<file path="src/rtl/arb_pkg.sv">
// Shared types and defaults for the round-robin one-hot arbiter.
package arb_pkg;

    localparam int ARB_N_DEFAULT = 8;

    typedef enum logic {
        ARB_IDLE,
        ARB_GRANT
    } arb_state_t;

endpackage : arb_pkg

</file>
<file path="src/rtl/rr_pick.sv">
// Combinational round-robin pick: first set request at or after ptr, wrapping.
// The request vector is doubled so the wrap becomes a plain priority scan.
module rr_pick #(
    parameter int N     = 8,
    parameter int IDX_W = $clog2(N)
) (
    input  logic [N-1:0]     req,
    input  logic [IDX_W-1:0] ptr,
    output logic [N-1:0]     pick_onehot,
    output logic [IDX_W-1:0] pick_idx,
    output logic             pick_any
);

    logic [2*N-1:0] req_dbl;
    logic [2*N-1:0] req_masked;
    logic           found;

    assign req_dbl = {req, req};

    // Bits below ptr in the lower copy are masked; their turn comes in the upper copy.
    always_comb begin
        req_masked = '0;
        for (int i = 0; i < 2*N; i++) begin
            req_masked[i] = req_dbl[i] && (i >= int'(ptr));
        end
    end

    always_comb begin
        pick_onehot = '0;
        pick_idx    = '0;
        found       = 1'b0;
        for (int i = 0; i < 2*N; i++) begin
            if (!found && req_masked[i]) begin
                found                = 1'b1;
                pick_idx             = IDX_W'(i % N);
                pick_onehot[i % N]   = 1'b1;
            end
        end
    end

    assign pick_any = |req;

endmodule : rr_pick

</file>
<file path="src/rtl/rr_onehot_arbiter.sv">
// Round-robin arbiter with a registered one-hot grant held under valid/ready.
// Optional bus-lock (macro RR_ARB_LOCK_EN) re-grants the locked requester first.
module rr_onehot_arbiter
    import arb_pkg::*;
#(
    parameter int N = ARB_N_DEFAULT
) (
    input  logic         clk,
    input  logic         rst_n,
    input  logic [N-1:0] req,
    input  logic         gnt_ready,
`ifdef RR_ARB_LOCK_EN
    input  logic         lock,
`endif
    output logic [N-1:0] gnt_onehot,
    output logic         gnt_valid,
    output logic         busy
);

    localparam int IDX_W = $clog2(N);

    arb_state_t       state_q, state_d;
    logic [IDX_W-1:0] ptr_q, ptr_d;
    logic [IDX_W-1:0] idx_q, idx_d;
    logic [N-1:0]     gnt_q, gnt_d;

    logic [IDX_W-1:0] scan_ptr;
    logic [IDX_W-1:0] next_ptr;
    logic [N-1:0]     pick_onehot;
    logic [IDX_W-1:0] pick_idx;
    logic             pick_any;
    logic             accept;
    logic             lock_hit;

`ifdef RR_ARB_LOCK_EN
    assign lock_hit = lock;
`else
    assign lock_hit = 1'b0;
`endif

    assign accept   = (state_q == ARB_GRANT) && gnt_ready;
    assign next_ptr = idx_q + IDX_W'(1);

    // Locked accept keeps ptr but scans from the granted index so it wins again.
    always_comb begin
        scan_ptr = ptr_q;
        if (accept) begin
            scan_ptr = lock_hit ? idx_q : next_ptr;
        end
    end

    rr_pick #(
        .N     (N),
        .IDX_W (IDX_W)
    ) u_pick (
        .req         (req),
        .ptr         (scan_ptr),
        .pick_onehot (pick_onehot),
        .pick_idx    (pick_idx),
        .pick_any    (pick_any)
    );

    always_comb begin
        state_d = state_q;
        ptr_d   = ptr_q;
        idx_d   = idx_q;
        gnt_d   = gnt_q;
        unique case (state_q)
            ARB_IDLE: begin
                if (pick_any) begin
                    state_d = ARB_GRANT;
                    gnt_d   = pick_onehot;
                    idx_d   = pick_idx;
                end
            end
            ARB_GRANT: begin
                if (gnt_ready) begin
                    ptr_d = lock_hit ? ptr_q : next_ptr;
                    if (pick_any) begin
                        gnt_d = pick_onehot;
                        idx_d = pick_idx;
                    end else begin
                        state_d = ARB_IDLE;
                        gnt_d   = '0;
                    end
                end
            end
            default: begin
                state_d = ARB_IDLE;
                gnt_d   = '0;
            end
        endcase
    end

    always_ff @(posedge clk) begin
        if (!rst_n) begin
            state_q <= ARB_IDLE;
            ptr_q   <= '0;
            gnt_q   <= '0;
        end else begin
            state_q <= state_d;
            ptr_q   <= ptr_d;
            gnt_q   <= gnt_d;
        end
    end

    // Granted index is only consulted while in GRANT, so it needs no reset.
    always_ff @(posedge clk) begin
        idx_q <= idx_d;
    end

    assign gnt_onehot = gnt_q;
    assign gnt_valid  = (state_q == ARB_GRANT);
    assign busy       = (state_q == ARB_GRANT);

endmodule : rr_onehot_arbiter

</file>
<file path="config.mk">
export PLATFORM = sky130hd
export DESIGN_NAME = rr_onehot_arbiter
export DESIGN_NICKNAME = d
export VERILOG_FILES = /design/src/rtl/arb_pkg.sv /design/src/rtl/rr_pick.sv /design/src/rtl/rr_onehot_arbiter.sv
export SDC_FILE = /design/constraint.sdc
export NUM_CORES = 1
export LEC_CHECK = 0
export ABC_CLOCK_PERIOD_IN_PS = 2950
export BUFFER_PORTS_ARGS = -buffer_cell sky130_fd_sc_hd__buf_2
export CORE_ASPECT_RATIO = 0.75
export CORE_MARGIN = 2
export CORE_UTILIZATION = 28
export CTS_BUF_LIST = sky130_fd_sc_hd__clkbuf_4
export CTS_CLUSTER_DIAMETER = 30
export DETAILED_ROUTE_END_ITERATION = 16
export SLEW_MARGIN = 5
export SYNTH_ARGS = -nofsm -noshare
export SYNTH_HDL_FRONTEND = slang
export SYNTH_SLANG_ARGS = --single-unit
</file>
<file path="constraint.sdc">
create_clock -name clk -period 2.95 [get_ports clk]
set_input_delay 0.1475 -clock clk [delete_from_list [all_inputs] [get_ports clk]]
set_output_delay 0.1475 -clock clk [all_outputs]
set_load 0.005 [all_outputs]
</file>
==> run summary <==
Status -> complete, no violations
Hold EP -> busy$_SDFF_PN0_
Largest net degree at the start of global routing -> 13
Setup bufs post-CTS -> 0
Die W -> 72.4 um
Root Driver -> clkbuf_4
Post-Synth XOR/XNOR Area -> 0.891%
# DRC -> 0
Crit path max-delay family -> compound AO/OA/AOI/OAI gates
Worst reg2reg path depth -> 6
Antenna viol nets, final -> 0
Final Hold Viols -> 0
Ys Warns -> 0
Ys async rst share -> 0%
Vias per inst -> 5.85
Met3 usage -> 4.01%
Final #Nets -> 147
Die area -> 4010 um2
Synthesized Nets -> 125
First-pass GRT wire length -> 4780 um
Layout Skew -> 6.09 ps
Critical path type -> register to register
Minimum clock period -> 2450 ps
Fmax -> 408 MHz
CP Buf/Inv Count -> 0
Vias in the first global route -> 970
Data required, critical path -> 2990 ps
Crit end category -> register
Met1 layer usage reported by global route -> 22.0%
Initial Utilization -> 29.5%
Top FF cell, synth -> dfxtp_1
HP Class -> input port to register
Slew HR -> 50.6%
Largest family of logic cells by synthesized area -> compound AO/OA/AOI/OAI gates
Initial antenna violation count -> 0
Seq cells post-synth -> 15
Drt initial violations -> 160
Tot Pwr -> 543 uW
Tcrit/Tclk final -> 83.1%
P_leak -> 0.000431 uW
CTS resizes -> 0
Setup TNS -> 0 ps
Synth Instances -> 113
CTS tree -> built
Avg WL per Cell -> 16.1 um
Critical-path cell list -> ha_1 > and4b_1 > a311oi_2 > a311oi_4 > o21ai_1 > o2111ai_1
Synthesized-area fraction occupied by ao, oa, aoi and oai cells -> 34.9%
Simple-Gate Fraction of Synth Area -> 25.2%
Synth cell types -> 43
Post-DP HPWL -> 2130 um
Worst vdd ir -> 160 uV
GR peak layer -> met1
Layout area overhead -> 15.4%
Post-synth EDFFs -> 3
PD cells -> 479 nW/um2
Slowest-stage cell, CP -> a311oi_2
Ant diodes -> 0
Hold wc startpoint -> rst_n
Crit Path Max Fanout -> 8
Syn Area/Cell -> 8.70 um2
Drt total wl -> 2800 um
Max-Cap Viols -> 0
Core Footprint -> 3330 um2
Synth Area in Adders -> 1.27%
H-tree depth -> 1
Row Count -> 18
Die Ht -> 55.3 um
Global-route congestion overflow total -> 0
Worst setup SP type -> register
IO Pins -> 21
Reg-to-reg endpoint -> idx_q[2]$_SDFFCE_PP1P_
Hold-fix buffer count after cts -> 0
Met2 Use GR -> 21.2%
Slowest stage delay, CP -> 490 ps
Layout cells sized above 1 -> 23.9%
Worst Path Arrival -> 2490 ps
Sequential fraction of the synthesis area -> 33.6%
Cts bufs inserted -> 3
Final RePlAce weighted congestion -> 0.954
Worst Hold Depth -> 2
CTS clk-pin slew, worst paths -> 100 ps
Total GRT Usage -> 15.2%
Reg2Reg Setup Slack -> 500 ps
Worst skew pair latency -> 300 ps
CTS max path bufs -> 2
RSZ-0062 raised after global routing -> false
Via count -> 1018
Setup-failing EPs final -> 0
I/O Buffers -> 20
Drt first pass iters -> 4
FILL cells -> 353
Worst-Margin Slew -> 736 ps
Final max-slew violation count -> 0
Cell Area, Synth -> 983 um2
Worst r2r src -> idx_q[0]$_SDFFCE_PP1P_
Mux cell area share after synthesis -> 0%
CTS Sinks -> 15
Yosys cell counts, drive strengths merged (2+ instances only):
master   number  share of area [%]
a21oi         5                2.5
and2          3                1.9
or2           2                1.3
nand3         2                1.0
and3          3                2.4
nor3b         2                1.5
edfxtp        3                9.2
a311oi        4                6.0
o2111ai       5                4.5
nand2        10                3.8
dfxtp        12                 24
nor3          2                1.0
o21ai         8                4.1
buf           3                2.7
a311o         2                2.0
nor2         12                4.6
o211ai        5                3.8
nand4         2                1.3
a211oi        2                2.0
a31oi         3                1.9
nor2b         4                2.5
inv           4                1.5
metal layers:
layer	up-vias	share of wire [%]
met5	-	0
met4	0	1.8
met3	7	9.5
met2	54	42
met1	470	46
li1	487	-
power by group:
part / switching [uW] / leakage (uW) / total, uW / internal [uW]
combinational: 99.3 / 0.000283 / 162 / 62.5
clock: 79.8 / 0.0000177 / 130 / 50.7
sequential: 16.9 / 0.000130 / 251 / 234
final cells by class:
| type | count | area, um2 | area share (%) |
|---|---|---|---|
| clock buffers | 3 | 22.5 | 1.98 |
| clock inverters | 1 | 5.00 | 0.441 |
| inverters | 4 | 15.0 | 1.32 |
| multi-input cells | 91 | 612 | 53.9 |
| flip-flops and latches | 15 | 330 | 29.1 |
| well taps | 40 | 50.0 | 4.41 |
| repair buffers | 20 | 100 | 8.82 |
state kept, by name, indices dropped and copies added, names as in the netlist:
register / flops
gnt_onehot: 8
idx_q: 3
busy: 1
ptr_q: 3
stage by stage:
step / setup slack [ps] / hold slack (ps) / utilization (%) / std cells / cell area, um2
final: 500 / 115 / 34.0 / 174 / 1130
after global placement: 669 / 440 / 33.2 / 170 / 1110
after detailed placement: 597 / 437 / 33.2 / 170 / 1110
after global routing: 357 / 114 / 34.0 / 174 / 1130
after floorplan: 810 / 276 / - / 113 / 983
after CTS: 563 / 120 / 34.0 / 174 / 1130
layout by cell type (no fill, tap or decap), drive strengths merged, types with 2 or more instances in the layout:
cell / Yosys / final
nand3: 2 / 2
dfxtp: 12 / 12
clkbuf: 0 / 3
nor2: 12 / 12
and2: 3 / 3
nor3: 2 / 2
a31oi: 3 / 3
a311oi: 4 / 4
nand2: 10 / 10
edfxtp: 3 / 3
buf: 3 / 20
nor3b: 2 / 2
a21oi: 5 / 5
a311o: 2 / 2
o21ai: 8 / 8
nor2b: 4 / 4
or2: 2 / 2
and3: 3 / 3
nand4: 2 / 2
inv: 4 / 4
a211oi: 2 / 2
o211ai: 5 / 5
o2111ai: 5 / 5
worst max-delay path by stage:
stage / startpoint / end / slack [ps] / cells past startpoint
after global routing: idx_q[0]$_SDFFCE_PP1P_ / idx_q[2]$_SDFFCE_PP1P_ / 360 / 6
after detailed placement: idx_q[0]$_SDFFCE_PP1P_ / idx_q[2]$_SDFFCE_PP1P_ / 600 / 6
after global placement: idx_q[0]$_SDFFCE_PP1P_ / idx_q[0]$_SDFFCE_PP1P_ / 670 / 6
after floorplan: idx_q[0]$_SDFFCE_PP1P_ / idx_q[0]$_SDFFCE_PP1P_ / 810 / 6
final: idx_q[0]$_SDFFCE_PP1P_ / idx_q[2]$_SDFFCE_PP1P_ / 500 / 6
after CTS: idx_q[0]$_SDFFCE_PP1P_ / idx_q[2]$_SDFFCE_PP1P_ / 560 / 6
worst register-to-register path, cell delays in order, from the launching register on:
cell       delay (ps)
edfxtp_1          440
ha_1              350
and4b_1           250
a311oi_2          490
a311oi_4          150
o21ai_1           310
o2111ai_1         190
kinds of logic after synthesis:
logic type                 after synthesis
xor gates and xnor gates                 1
DFF                                     15
buffers and inverters                    7
adders and majority gates                1
AOI/OAI and AO/OA                       43
and+or+nand+nor                         46
Note: power is estimated with default switching activity, not from simulation.
